==> config.mk <==
export PLATFORM = sky130hd
export DESIGN_NAME = hazard_fwd_ctrl_flat
export DESIGN_NICKNAME = d
export VERILOG_FILES = /design/src/rtl/cpu_pkg.sv /design/src/rtl/hazard_fwd_ctrl_if.sv /design/src/rtl/hazard_fwd_ctrl_hz_match.sv /design/src/rtl/hazard_fwd_ctrl.sv /design/src/flat_wrapper.sv
export SDC_FILE = /design/constraint.sdc
export NUM_CORES = 1
export LEC_CHECK = 0
export CORE_MARGIN = 4
export CORE_UTILIZATION = 42
export DETAILED_ROUTE_END_ITERATION = 7
export DONT_BUFFER_PORTS = 1
export GPL_TIMING_DRIVEN = 1
export HOLD_SLACK_MARGIN = 0.1
export SLEW_MARGIN = 20
export SYNTH_ARGS = -nofsm -noshare
export SYNTH_HDL_FRONTEND = slang
export SYNTH_SLANG_ARGS = --single-unit
==> constraint.sdc <==
create_clock -name clk -period 4.5 [get_ports clk]
set_input_delay 0.9 -clock clk [delete_from_list [all_inputs] [get_ports clk]]
set_output_delay 0.9 -clock clk [all_outputs]
set_load 0.02 [all_outputs]
==> src/rtl/cpu_pkg.sv <==
// Shared types for the hazard/forwarding controller: forward-select codes, scoreboard slots,
// and the hit qualifier for hz_match. Zero latency (types only); no backpressure.
package cpu_pkg;

  localparam int REG_AW_P = 3;

  typedef logic [1:0] fwd_sel_t;
  localparam fwd_sel_t FWD_REG = 2'b00;
  localparam fwd_sel_t FWD_MEM = 2'b01;
  localparam fwd_sel_t FWD_WB  = 2'b10;

  typedef enum logic [1:0] {Q_ANY, Q_LOAD, Q_NONLOAD} hz_qual_e;

  typedef struct packed {
    logic                vld;
    logic [REG_AW_P-1:0] rd;
    logic                regwrite;
    logic                memread;
  } slot_t;

  typedef struct packed {
    slot_t               base;
    logic [REG_AW_P-1:0] rs1;
    logic [REG_AW_P-1:0] rs2;
    logic                use1;
    logic                use2;
  } ex_slot_t;

  function automatic fwd_sel_t fwd_pick(input logic mem_hit, input logic wb_hit);
    return mem_hit ? FWD_MEM : (wb_hit ? FWD_WB : FWD_REG);
  endfunction

endpackage

==> src/rtl/hazard_fwd_ctrl_if.sv <==
// Decode-side inputs and stall/flush/forward outputs of the hazard controller.
// Pure wiring, zero latency; no handshake (controls are level signals every cycle).
interface hazard_fwd_ctrl_if #(
  parameter int REG_AW = 3,
  parameter int CNT_W  = 16
);
  logic              id_valid;
  logic [REG_AW-1:0] id_rs1;
  logic [REG_AW-1:0] id_rs2;
  logic              id_use_rs1;
  logic              id_use_rs2;
  logic [REG_AW-1:0] id_rd;
  logic              id_regwrite;
  logic              id_memread;
  logic              id_branch;
  logic              jump;
  logic              mem_busy;

  logic              stall_fd;
  logic              bubble_ex;
  logic              flush_d;
  logic              freeze;
  logic [1:0]        fwd1_ex;
  logic [1:0]        fwd2_ex;
  logic [1:0]        bfwd1;
  logic [1:0]        bfwd2;
  logic [CNT_W-1:0]  stall_cnt;
  logic [CNT_W-1:0]  flush_cnt;

  modport master (
    output id_valid, id_rs1, id_rs2, id_use_rs1, id_use_rs2, id_rd,
           id_regwrite, id_memread, id_branch, jump, mem_busy,
    input  stall_fd, bubble_ex, flush_d, freeze, fwd1_ex, fwd2_ex,
           bfwd1, bfwd2, stall_cnt, flush_cnt
  );

  modport slave (
    input  id_valid, id_rs1, id_rs2, id_use_rs1, id_use_rs2, id_rd,
           id_regwrite, id_memread, id_branch, jump, mem_busy,
    output stall_fd, bubble_ex, flush_d, freeze, fwd1_ex, fwd2_ex,
           bfwd1, bfwd2, stall_cnt, flush_cnt
  );
endinterface

==> src/rtl/hazard_fwd_ctrl_hz_match.sv <==
// hz_match: does a scoreboard slot write register i_reg (optionally only loads / only non-loads).
// Combinational, zero latency; no backpressure.
module hz_match
  import cpu_pkg::*;
#(
  parameter hz_qual_e QUAL = Q_ANY
) (
  input  slot_t               i_slot,
  input  logic [REG_AW_P-1:0] i_reg,
  output logic                o_hit
);
  logic w_wr;

  assign w_wr = i_slot.vld & i_slot.regwrite & (i_slot.rd == i_reg);

  always_comb begin
    o_hit = w_wr;
    case (QUAL)
      Q_LOAD:    o_hit = w_wr & i_slot.memread;
      Q_NONLOAD: o_hit = w_wr & ~i_slot.memread;
      default:   o_hit = w_wr;
    endcase
  end
endmodule

==> src/rtl/hazard_fwd_ctrl.sv <==
// Scoreboarded hazard/forward controller: EX/MEM/WB slots drive forwards, stalls, flush; HAZARD_PERF_EN adds counters.
// Outputs are combinational (0-cycle) from slots + decode; mem_busy freezes all slots and masks stall/flush.
module hazard_fwd_ctrl
  import cpu_pkg::*;
#(
  parameter int REG_AW = REG_AW_P,
  parameter int CNT_W  = 16
) (
  input logic              clk,
  input logic              reset,
  hazard_fwd_ctrl_if.slave bus
);
  ex_slot_t          r_ex;
  ex_slot_t          w_id_slot;
  slot_t             r_mem;
  slot_t             r_wb;
  logic [REG_AW-1:0] w_id_rs [2];
  logic [REG_AW-1:0] w_ex_rs [2];
  logic [1:0]        w_id_use;
  logic [1:0]        w_ex_use;
  logic [1:0]        w_id_ex_any, w_id_ex_ld, w_id_mem_ld, w_id_mem_nl, w_id_wb;
  logic [1:0]        w_ex_mem_nl, w_ex_wb;
  fwd_sel_t          w_fwd_ex [2];
  fwd_sel_t          w_bfwd [2];
  logic              w_ld_stall, w_br_stall, w_stall;

  assign w_id_rs[0] = bus.id_rs1;
  assign w_id_rs[1] = bus.id_rs2;
  assign w_ex_rs[0] = r_ex.rs1;
  assign w_ex_rs[1] = r_ex.rs2;
  assign w_id_use   = {bus.id_use_rs2, bus.id_use_rs1};
  assign w_ex_use   = {r_ex.use2, r_ex.use1};

  for (genvar i = 0; i < 2; i++) begin : g_src
    hz_match #(.QUAL(Q_ANY))     u_id_ex_any (.i_slot(r_ex.base), .i_reg(w_id_rs[i]), .o_hit(w_id_ex_any[i]));
    hz_match #(.QUAL(Q_LOAD))    u_id_ex_ld  (.i_slot(r_ex.base), .i_reg(w_id_rs[i]), .o_hit(w_id_ex_ld[i]));
    hz_match #(.QUAL(Q_LOAD))    u_id_mem_ld (.i_slot(r_mem),     .i_reg(w_id_rs[i]), .o_hit(w_id_mem_ld[i]));
    hz_match #(.QUAL(Q_NONLOAD)) u_id_mem_nl (.i_slot(r_mem),     .i_reg(w_id_rs[i]), .o_hit(w_id_mem_nl[i]));
    hz_match #(.QUAL(Q_ANY))     u_id_wb     (.i_slot(r_wb),      .i_reg(w_id_rs[i]), .o_hit(w_id_wb[i]));
    hz_match #(.QUAL(Q_NONLOAD)) u_ex_mem_nl (.i_slot(r_mem),     .i_reg(w_ex_rs[i]), .o_hit(w_ex_mem_nl[i]));
    hz_match #(.QUAL(Q_ANY))     u_ex_wb     (.i_slot(r_wb),      .i_reg(w_ex_rs[i]), .o_hit(w_ex_wb[i]));

    assign w_fwd_ex[i] = w_ex_use[i] ? fwd_pick(w_ex_mem_nl[i], w_ex_wb[i]) : FWD_REG;
    assign w_bfwd[i]   = fwd_pick(w_id_mem_nl[i], w_id_wb[i]);
  end

  // A branch compares in decode, so any EX producer or a load still in MEM is too late to forward.
  assign w_ld_stall = |(w_id_use & w_id_ex_ld);
  assign w_br_stall = bus.id_branch & |(w_id_use & (w_id_ex_any | w_id_mem_ld));
  assign w_stall    = bus.id_valid & (w_ld_stall | w_br_stall);

  assign bus.freeze    = bus.mem_busy;
  assign bus.stall_fd  = w_stall & ~bus.mem_busy;
  assign bus.bubble_ex = w_stall & ~bus.mem_busy;
  assign bus.flush_d   = bus.jump & ~w_stall & ~bus.mem_busy;
  assign bus.fwd1_ex   = w_fwd_ex[0];
  assign bus.fwd2_ex   = w_fwd_ex[1];
  assign bus.bfwd1     = w_bfwd[0];
  assign bus.bfwd2     = w_bfwd[1];

  always_comb begin
    w_id_slot               = '0;
    w_id_slot.base.vld      = 1'b1;
    w_id_slot.base.rd       = bus.id_rd;
    w_id_slot.base.regwrite = bus.id_regwrite;
    w_id_slot.base.memread  = bus.id_memread;
    w_id_slot.rs1           = bus.id_rs1;
    w_id_slot.rs2           = bus.id_rs2;
    w_id_slot.use1          = bus.id_use_rs1;
    w_id_slot.use2          = bus.id_use_rs2;
  end

  always_ff @(posedge clk or negedge reset) begin
    if (!reset) begin
      r_ex  <= '0;
      r_mem <= '0;
      r_wb  <= '0;
    end else if (!bus.mem_busy) begin
      r_wb  <= r_mem;
      r_mem <= r_ex.base;
      r_ex  <= (bus.id_valid && !w_stall) ? w_id_slot : '0;
    end
  end

`ifdef HAZARD_PERF_EN
  logic [CNT_W-1:0] r_stall_cnt;
  logic [CNT_W-1:0] r_flush_cnt;

  always_ff @(posedge clk or negedge reset) begin
    if (!reset) begin
      r_stall_cnt <= '0;
      r_flush_cnt <= '0;
    end else begin
      if (bus.stall_fd && (r_stall_cnt != {CNT_W{1'b1}}))
        r_stall_cnt <= r_stall_cnt + {{(CNT_W-1){1'b0}}, 1'b1};
      if (bus.flush_d && (r_flush_cnt != {CNT_W{1'b1}}))
        r_flush_cnt <= r_flush_cnt + {{(CNT_W-1){1'b0}}, 1'b1};
    end
  end

  assign bus.stall_cnt = r_stall_cnt;
  assign bus.flush_cnt = r_flush_cnt;
`else
  assign bus.stall_cnt = {CNT_W{1'b0}};
  assign bus.flush_cnt = {CNT_W{1'b0}};
`endif
endmodule

==> src/flat_wrapper.sv <==
// flat-port wrapper written by rule: the top's interface ports become plain ports
module hazard_fwd_ctrl_flat import cpu_pkg::*;
#(
  parameter int REG_AW = REG_AW_P,
  parameter int CNT_W  = 16
)
  (clk, reset, bus_id_valid, bus_id_rs1, bus_id_rs2, bus_id_use_rs1, bus_id_use_rs2, bus_id_rd, bus_id_regwrite, bus_id_memread, bus_id_branch, bus_jump, bus_mem_busy, bus_stall_fd, bus_bubble_ex, bus_flush_d, bus_freeze, bus_fwd1_ex, bus_fwd2_ex, bus_bfwd1, bus_bfwd2, bus_stall_cnt, bus_flush_cnt);
  hazard_fwd_ctrl_if #(.REG_AW(REG_AW), .CNT_W(CNT_W)) bus_i ();
  input logic clk;
  input logic reset;
  input wire logic [$bits(bus_i.id_valid)-1:0] bus_id_valid;
  input wire logic [$bits(bus_i.id_rs1)-1:0] bus_id_rs1;
  input wire logic [$bits(bus_i.id_rs2)-1:0] bus_id_rs2;
  input wire logic [$bits(bus_i.id_use_rs1)-1:0] bus_id_use_rs1;
  input wire logic [$bits(bus_i.id_use_rs2)-1:0] bus_id_use_rs2;
  input wire logic [$bits(bus_i.id_rd)-1:0] bus_id_rd;
  input wire logic [$bits(bus_i.id_regwrite)-1:0] bus_id_regwrite;
  input wire logic [$bits(bus_i.id_memread)-1:0] bus_id_memread;
  input wire logic [$bits(bus_i.id_branch)-1:0] bus_id_branch;
  input wire logic [$bits(bus_i.jump)-1:0] bus_jump;
  input wire logic [$bits(bus_i.mem_busy)-1:0] bus_mem_busy;
  output wire logic [$bits(bus_i.stall_fd)-1:0] bus_stall_fd;
  output wire logic [$bits(bus_i.bubble_ex)-1:0] bus_bubble_ex;
  output wire logic [$bits(bus_i.flush_d)-1:0] bus_flush_d;
  output wire logic [$bits(bus_i.freeze)-1:0] bus_freeze;
  output wire logic [$bits(bus_i.fwd1_ex)-1:0] bus_fwd1_ex;
  output wire logic [$bits(bus_i.fwd2_ex)-1:0] bus_fwd2_ex;
  output wire logic [$bits(bus_i.bfwd1)-1:0] bus_bfwd1;
  output wire logic [$bits(bus_i.bfwd2)-1:0] bus_bfwd2;
  output wire logic [$bits(bus_i.stall_cnt)-1:0] bus_stall_cnt;
  output wire logic [$bits(bus_i.flush_cnt)-1:0] bus_flush_cnt;
  assign bus_i.id_valid = bus_id_valid;
  assign bus_i.id_rs1 = bus_id_rs1;
  assign bus_i.id_rs2 = bus_id_rs2;
  assign bus_i.id_use_rs1 = bus_id_use_rs1;
  assign bus_i.id_use_rs2 = bus_id_use_rs2;
  assign bus_i.id_rd = bus_id_rd;
  assign bus_i.id_regwrite = bus_id_regwrite;
  assign bus_i.id_memread = bus_id_memread;
  assign bus_i.id_branch = bus_id_branch;
  assign bus_i.jump = bus_jump;
  assign bus_i.mem_busy = bus_mem_busy;
  assign bus_stall_fd = bus_i.stall_fd;
  assign bus_bubble_ex = bus_i.bubble_ex;
  assign bus_flush_d = bus_i.flush_d;
  assign bus_freeze = bus_i.freeze;
  assign bus_fwd1_ex = bus_i.fwd1_ex;
  assign bus_fwd2_ex = bus_i.fwd2_ex;
  assign bus_bfwd1 = bus_i.bfwd1;
  assign bus_bfwd2 = bus_i.bfwd2;
  assign bus_stall_cnt = bus_i.stall_cnt;
  assign bus_flush_cnt = bus_i.flush_cnt;
  hazard_fwd_ctrl #(.REG_AW(REG_AW), .CNT_W(CNT_W)) u_core (.clk(clk), .reset(reset), .bus(bus_i));
endmodule
Word level (Yosys, flattened, before mapping)

Index checks and enable logic that the tools add are counted.

Word-level logic and storage cells: 73
Input port bits: 19
Bits in registers: 25

Muxes and demuxes: 11
Eq/ne operators: 10
Bitwise operators: 33
Reductions and logical operators: 4

Operator list:

| operator          | number |
|---|---|
| $eq 3x3->1        | 10 |
| $and 1x1->1       | 26 |
| $mux 2            | 10 |
| $mux 14           | 1 |
| $and 2x2->2       | 2 |
| $reduce_or 2->1   | 2 |
| $not 1->1         | 3 |
| $or 2x2->2        | 1 |
| $logic_and 1x1->1 | 1 |
| $logic_not 1->1   | 1 |
| $or 1x1->1        | 1 |

Longest topological paths before layout

Depth after elaboration: 12
Mapped depth: 8
Mapped depth without buffers: 5

By module

Synthesis repeated with hierarchy kept, for this count alone.

Cells, all modules: 177
Area, all modules: 1935.6 um2

Modules (own cells, without submodules):

| module                                     | instances | sequential area each (um2) | area an instance (um2) | cells an instance |
|---|---|---|---|---|
| hazard_fwd_ctrl                            | 1         | 650.6                      | 1320.0                 | 107 |
| hz_match (u_core.g_src[0].u_ex_wb ...)     | 6         | 0.0                        | 42.5                   | 5 |
| hz_match (u_core.g_src[0].u_ex_mem_nl ...) | 4         | 0.0                        | 46.3                   | 5 |
| hz_match (u_core.g_src[0].u_id_ex_ld ...)  | 4         | 0.0                        | 43.8                   | 5 |

Worst setup path after synthesis

No wires, ideal clock.

Kind: in2out
From: input bus_id_rs2[2]
To: output bus_stall_fd
Buffers on the path: 2
Required time: 3600 ps
Arrival: 2406 ps
Slack: 1194 ps
Stages on the path: 7
Cell sequence: xor2_1 nor3_1 a22o_1 a21oi_4 buf_6 nor3_1 buf_4

Longest elaborated chain between the ends: 10
Elaborated cells on any way between the ends: 15

RTL lines:

| element         | RTL line                       | RTL |
|---|---|---|
| start, declared | flat_wrapper.sv:13             | `input wire logic [$bits(bus_i.id_rs2)-1:0] bus_id_rs2;` |
| $eq 3x3->1      | hazard_fwd_ctrl_hz_match.sv:14 | `assign w_wr = i_slot.vld & i_slot.regwrite & (i_slot.rd == i_reg);` |
| $and 1x1->1     | hazard_fwd_ctrl_hz_match.sv:14 |  |
| $and 1x1->1     | hazard_fwd_ctrl_hz_match.sv:19 | `Q_LOAD: o_hit = w_wr & i_slot.memread;` |
| $or 2x2->2      | hazard_fwd_ctrl.sv:49          | `assign w_br_stall = bus.id_branch & \|(w_id_use & (w_id_ex_any \| w_id_mem_ld));` |
| $and 2x2->2     | hazard_fwd_ctrl.sv:49          |  |
| $reduce_or 2->1 | hazard_fwd_ctrl.sv:49          |  |
| $and 1x1->1     | hazard_fwd_ctrl.sv:49          |  |
| $or 1x1->1 *    | hazard_fwd_ctrl.sv:50          | `assign w_stall = bus.id_valid & (w_ld_stall \| w_br_stall);` |
| $and 1x1->1 *   | hazard_fwd_ctrl.sv:50          |  |
| $and 1x1->1 *   | --                             |  |
| end, declared   | flat_wrapper.sv:22             | `output wire logic [$bits(bus_i.stall_fd)-1:0] bus_stall_fd;` |

Mark *: on every way between the ends. The rest lies on a longest branch, timed or not.

Final worst setup path

From: input bus_id_rs2[2]
To: output bus_flush_d

Longest elaborated chain between the ends: 12
Elaborated cells on any way between the ends: 17

RTL lines:

| element                    | RTL line                       | RTL |
|---|---|---|
| $eq 3x3->1                 | hazard_fwd_ctrl_hz_match.sv:14 |  |
| $and 1x1->1                | hazard_fwd_ctrl_hz_match.sv:14 |  |
| $and 1x1->1                | hazard_fwd_ctrl_hz_match.sv:19 |  |
| $or 2x2->2                 | hazard_fwd_ctrl.sv:49          |  |
| $and 2x2->2                | hazard_fwd_ctrl.sv:49          |  |
| $reduce_or 2->1            | hazard_fwd_ctrl.sv:49          |  |
| $and 1x1->1                | hazard_fwd_ctrl.sv:49          |  |
| $or 1x1->1 *               | hazard_fwd_ctrl.sv:50          |  |
| $and 1x1->1 *              | hazard_fwd_ctrl.sv:50          |  |
| $not 1->1 *                | hazard_fwd_ctrl.sv:55          | `assign bus.flush_d = bus.jump & ~w_stall & ~bus.mem_busy;` |
| $and 1x1->1 * (2 in a row) | hazard_fwd_ctrl.sv:55          |  |
| end, declared              | flat_wrapper.sv:24             | `output wire logic [$bits(bus_i.flush_d)-1:0] bus_flush_d;` |

Marks and branches as above.

==> results.py <==
metrics = {
    "status": {
        "outcome": "finished clean",
    },
    "yosys": {
        "synth_edf_count": 0,
        "ys_seq_area_share_pct": 36.71,
        "synth_ff_type": "dfrtp_1",
        "synth_warnings": 0,
        "yosysTopAreaCellShare_pct": 36.71,
        "syn_area_per_cell_um2": 10.39,
        "synth_area_mm2": 0.001704,
        "async_flop_share_pct": 100.0,
        "synth.most_common_cell": "buf_4",
        "netlist_top_cells_count": "buf_4 (39), dfrtp_1 (25), xor2_1 (16)",
        "synth_cell_types": 26,
        "synth-seq-cells": 25,
        "synth_cells": 164,
        "synth_area_leaders": "dfrtp_1 (37%), buf_4 (17%), xor2_1 (8.2%)",
        "yosysTopAreaCell": "dfrtp_1",
    },
    "setup_path": {
        "crit_type": "in2out",
        "endpoint_kind": "output port",
        "crit_start": "bus_id_rs2[2]",
        "r2r-end": "u_core.r_ex[5]",
        "crit_path_end": "bus_flush_d",
        "crit_arrival_ns": 2.17,
        "rr_startpoint": "u_core.r_mem[4]",
        "r2r.worst_path.cells": 5,
        "critical_path_peak_fanout": 16,
        "reg2reg_slack_ns": 2.66,
        "critPathLaunchType": "input pin",
        "required_ns": 3.60,
    },
    "final_layout": {
        "stdcell_count": 204,
        "final_nets": 176,
        "fillers": 380,
        "layout-drive-gt1-share_pct": 12.18,
        "diodes": 0,
        "area_growth_pct": -4.772,
        "fin_area_mm2": 0.001623,
    },
    "place": {
        "gp_congestion": 0.8699,
        "dp_cells": 200,
        "place_ws_ns": 1.434,
        "hpwl_um": 2535,
        "io_buffers": 0,
        "placed_cell_area_mm2": 0.001577,
    },
    "power_and_ir_drop": {
        "p_leak_nw": 0.7686,
        "powerDensity_mw_per_mm2": 320.8,
        "peakVddDrop_v": 0.0001418,
    },
    "floorplan": {
        "dieArea_mm2": 0.005141,
        "die_y_um": 71.70,
        "rows": 22,
        "coreArea_mm2": 0.003799,
        "initial_core_util_pct": 44.86,
        "die_w_um": 71.70,
        "num_io_pins": 63,
    },
    "drt": {
        "finalWirelength_um": 3330,
        "ant_nets": 0,
        "met2WireLength_um": 1536,
        "met1Wirelength_um": 1478,
        "vias_per_cell": 5.270,
        "drtIter0Drc": 33,
        "vias": 1075,
        "wl_met3_um": 262,
        "first_pass_iters": 4,
        "wl_per_cell_um": 16.32,
        "drc_errors": 0,
        "top_layer_used": "met4",
    },
    "clock_tree": {
        "clk_pin_slew_worst_paths_ns": 0.08,
        "clk_latency_ns": 0.27,
        "root_buffer": "clkbuf_8",
        "cts_resized": 0,
        "cts_setup_buffers": 0,
        "clockBufferDepth": 2,
        "hold_buffers": 0,
        "cts_tree": "built",
        "clock_sinks": 25,
        "cts_inserted_buffers": 3,
        "htreeDepth": 1,
    },
    "global_routing": {
        "antenna_found_initial": 0,
        "grt_max_degree": 30,
        "grt_use_total_pct": 13.06,
        "grt_pass1_vias": 1008,
        "grt_remaining_overflow": 0,
        "grt_pass1_wl_um": 5285,
    },
    "timing": {
        "worst_pin_slew_ns": 0.9537,
        "setup_tns_ns": 0,
        "fin_ws_ns": 1.434,
        "min_period_ns": 3.066,
        "post-route-period-util_pct": 68.13,
        "slew_headroom_pct": 35.83,
        "rsz0062_at_grt": "false",
        "slew_violations": 0,
        "finalSetupViolations": 0,
        "hold_viol": 0,
        "max_freq_mhz": 326.2,
        "skew_ns": 0.003192,
    },
    "flow_run": {
        "timing.max_cap.violations": 0,
    },
    "worst_hold_path": {
        "hp-class": "in2async",
    },
}
[state kept, by name, indices dropped and copies added, names as in the netlist]
name          flops
u_core.r_ex      14
u_core.r_mem      6
u_core.r_wb       5
[critical path, stage by stage]
cell and delay [ns]:
xor2_1 0.17, nor3_1 0.09, a22o_1 0.26, a21oi_4 0.43, o211a_1 0.30
[worst min-delay path by stage]
stage / from / end / slack, ns / depth (start not counted)
final: reset / u_core.r_mem[4] / 0.32 / 0
after global routing: reset / u_core.r_mem[4] / 0.30 / 0
after CTS: reset / u_core.r_mem[4] / 0.31 / 0
after detailed placement: u_core.r_ex[0] / u_core.r_ex[0] / 0.50 / 1
after global placement: u_core.r_ex[0] / u_core.r_ex[0] / 0.49 / 1
after floorplan: u_core.r_ex[0] / u_core.r_ex[0] / 0.48 / 1
[final cells by class]
| cell class | count | area (um^2) | share of cell area, % |
|---|---|---|---|
| sequential | 25 | 625.6 | 38.55 |
| clock buffer | 3 | 41.29 | 2.544 |
| tap | 48 | 60.06 | 3.701 |
| multi-input combinational | 122 | 860.8 | 53.05 |
| clock inverter | 1 | 5.005 | 0.3084 |
| inverter | 2 | 7.507 | 0.4626 |
| timing repair buffer | 3 | 22.52 | 1.388 |
[metal layers]
layer  vias up  track usage, %
li1        492               -
met1       529           17.16
met2        49           21.33
met3         5           2.665
met4         0           4.384
met5         -               0
[layout by cell type (no fill, tap or decap), types with 3 or more instances in the layout]
master	synthesis	routed
a22o_1	8	8
a32o_1	7	7
and3_1	6	6
buf_4	39	3
clkbuf_8	0	3
conb_1	1	32
dfrtp_1	25	25
mux2_2	11	11
nand4_1	4	4
nor3_1	5	5
nor4_1	6	6
xnor2_1	14	14
xor2_1	16	16
[where the power goes]
| group | switching, mW | internal [mW] |
|---|---|---|
| registers | 0.0342 | 0.248 |
| clock network | 0.0692 | 0.0620 |
| logic | 0.0578 | 0.0499 |
| total | 0.161 | 0.359 |
[cell families (layout without fill, tap and decap cells)]
| logic type | after synthesis | after routing | share of synthesized area (%) |
|---|---|---|---|
| buffers and inverters | 48 | 9 | 19.60 |
| XOR/XNOR | 30 | 30 | 15.42 |
| AND/OR/NAND/NOR | 30 | 30 | 10.28 |
| flip-flops | 25 | 25 | 36.71 |
| AO/OA/AOI/OAI | 19 | 19 | 10.50 |
| multiplexers | 11 | 11 | 7.269 |
| other | 1 | 32 | 0.2201 |
[per-stage QoR]
step | utilization (%) | hold WS (ns) | power (mW)
final | 42.72 | 0.3151 | 0.5206
after CTS | 42.72 | 0.3094 | 0.5236
after floorplan | - | 0.4774 | 0.4055
after global routing | 42.72 | 0.2970 | 0.5461
after detailed placement | 41.50 | 0.5023 | 0.3927
after global placement | 41.50 | 0.4925 | 0.3899
Note: power is estimated with default switching activity, not from simulation.
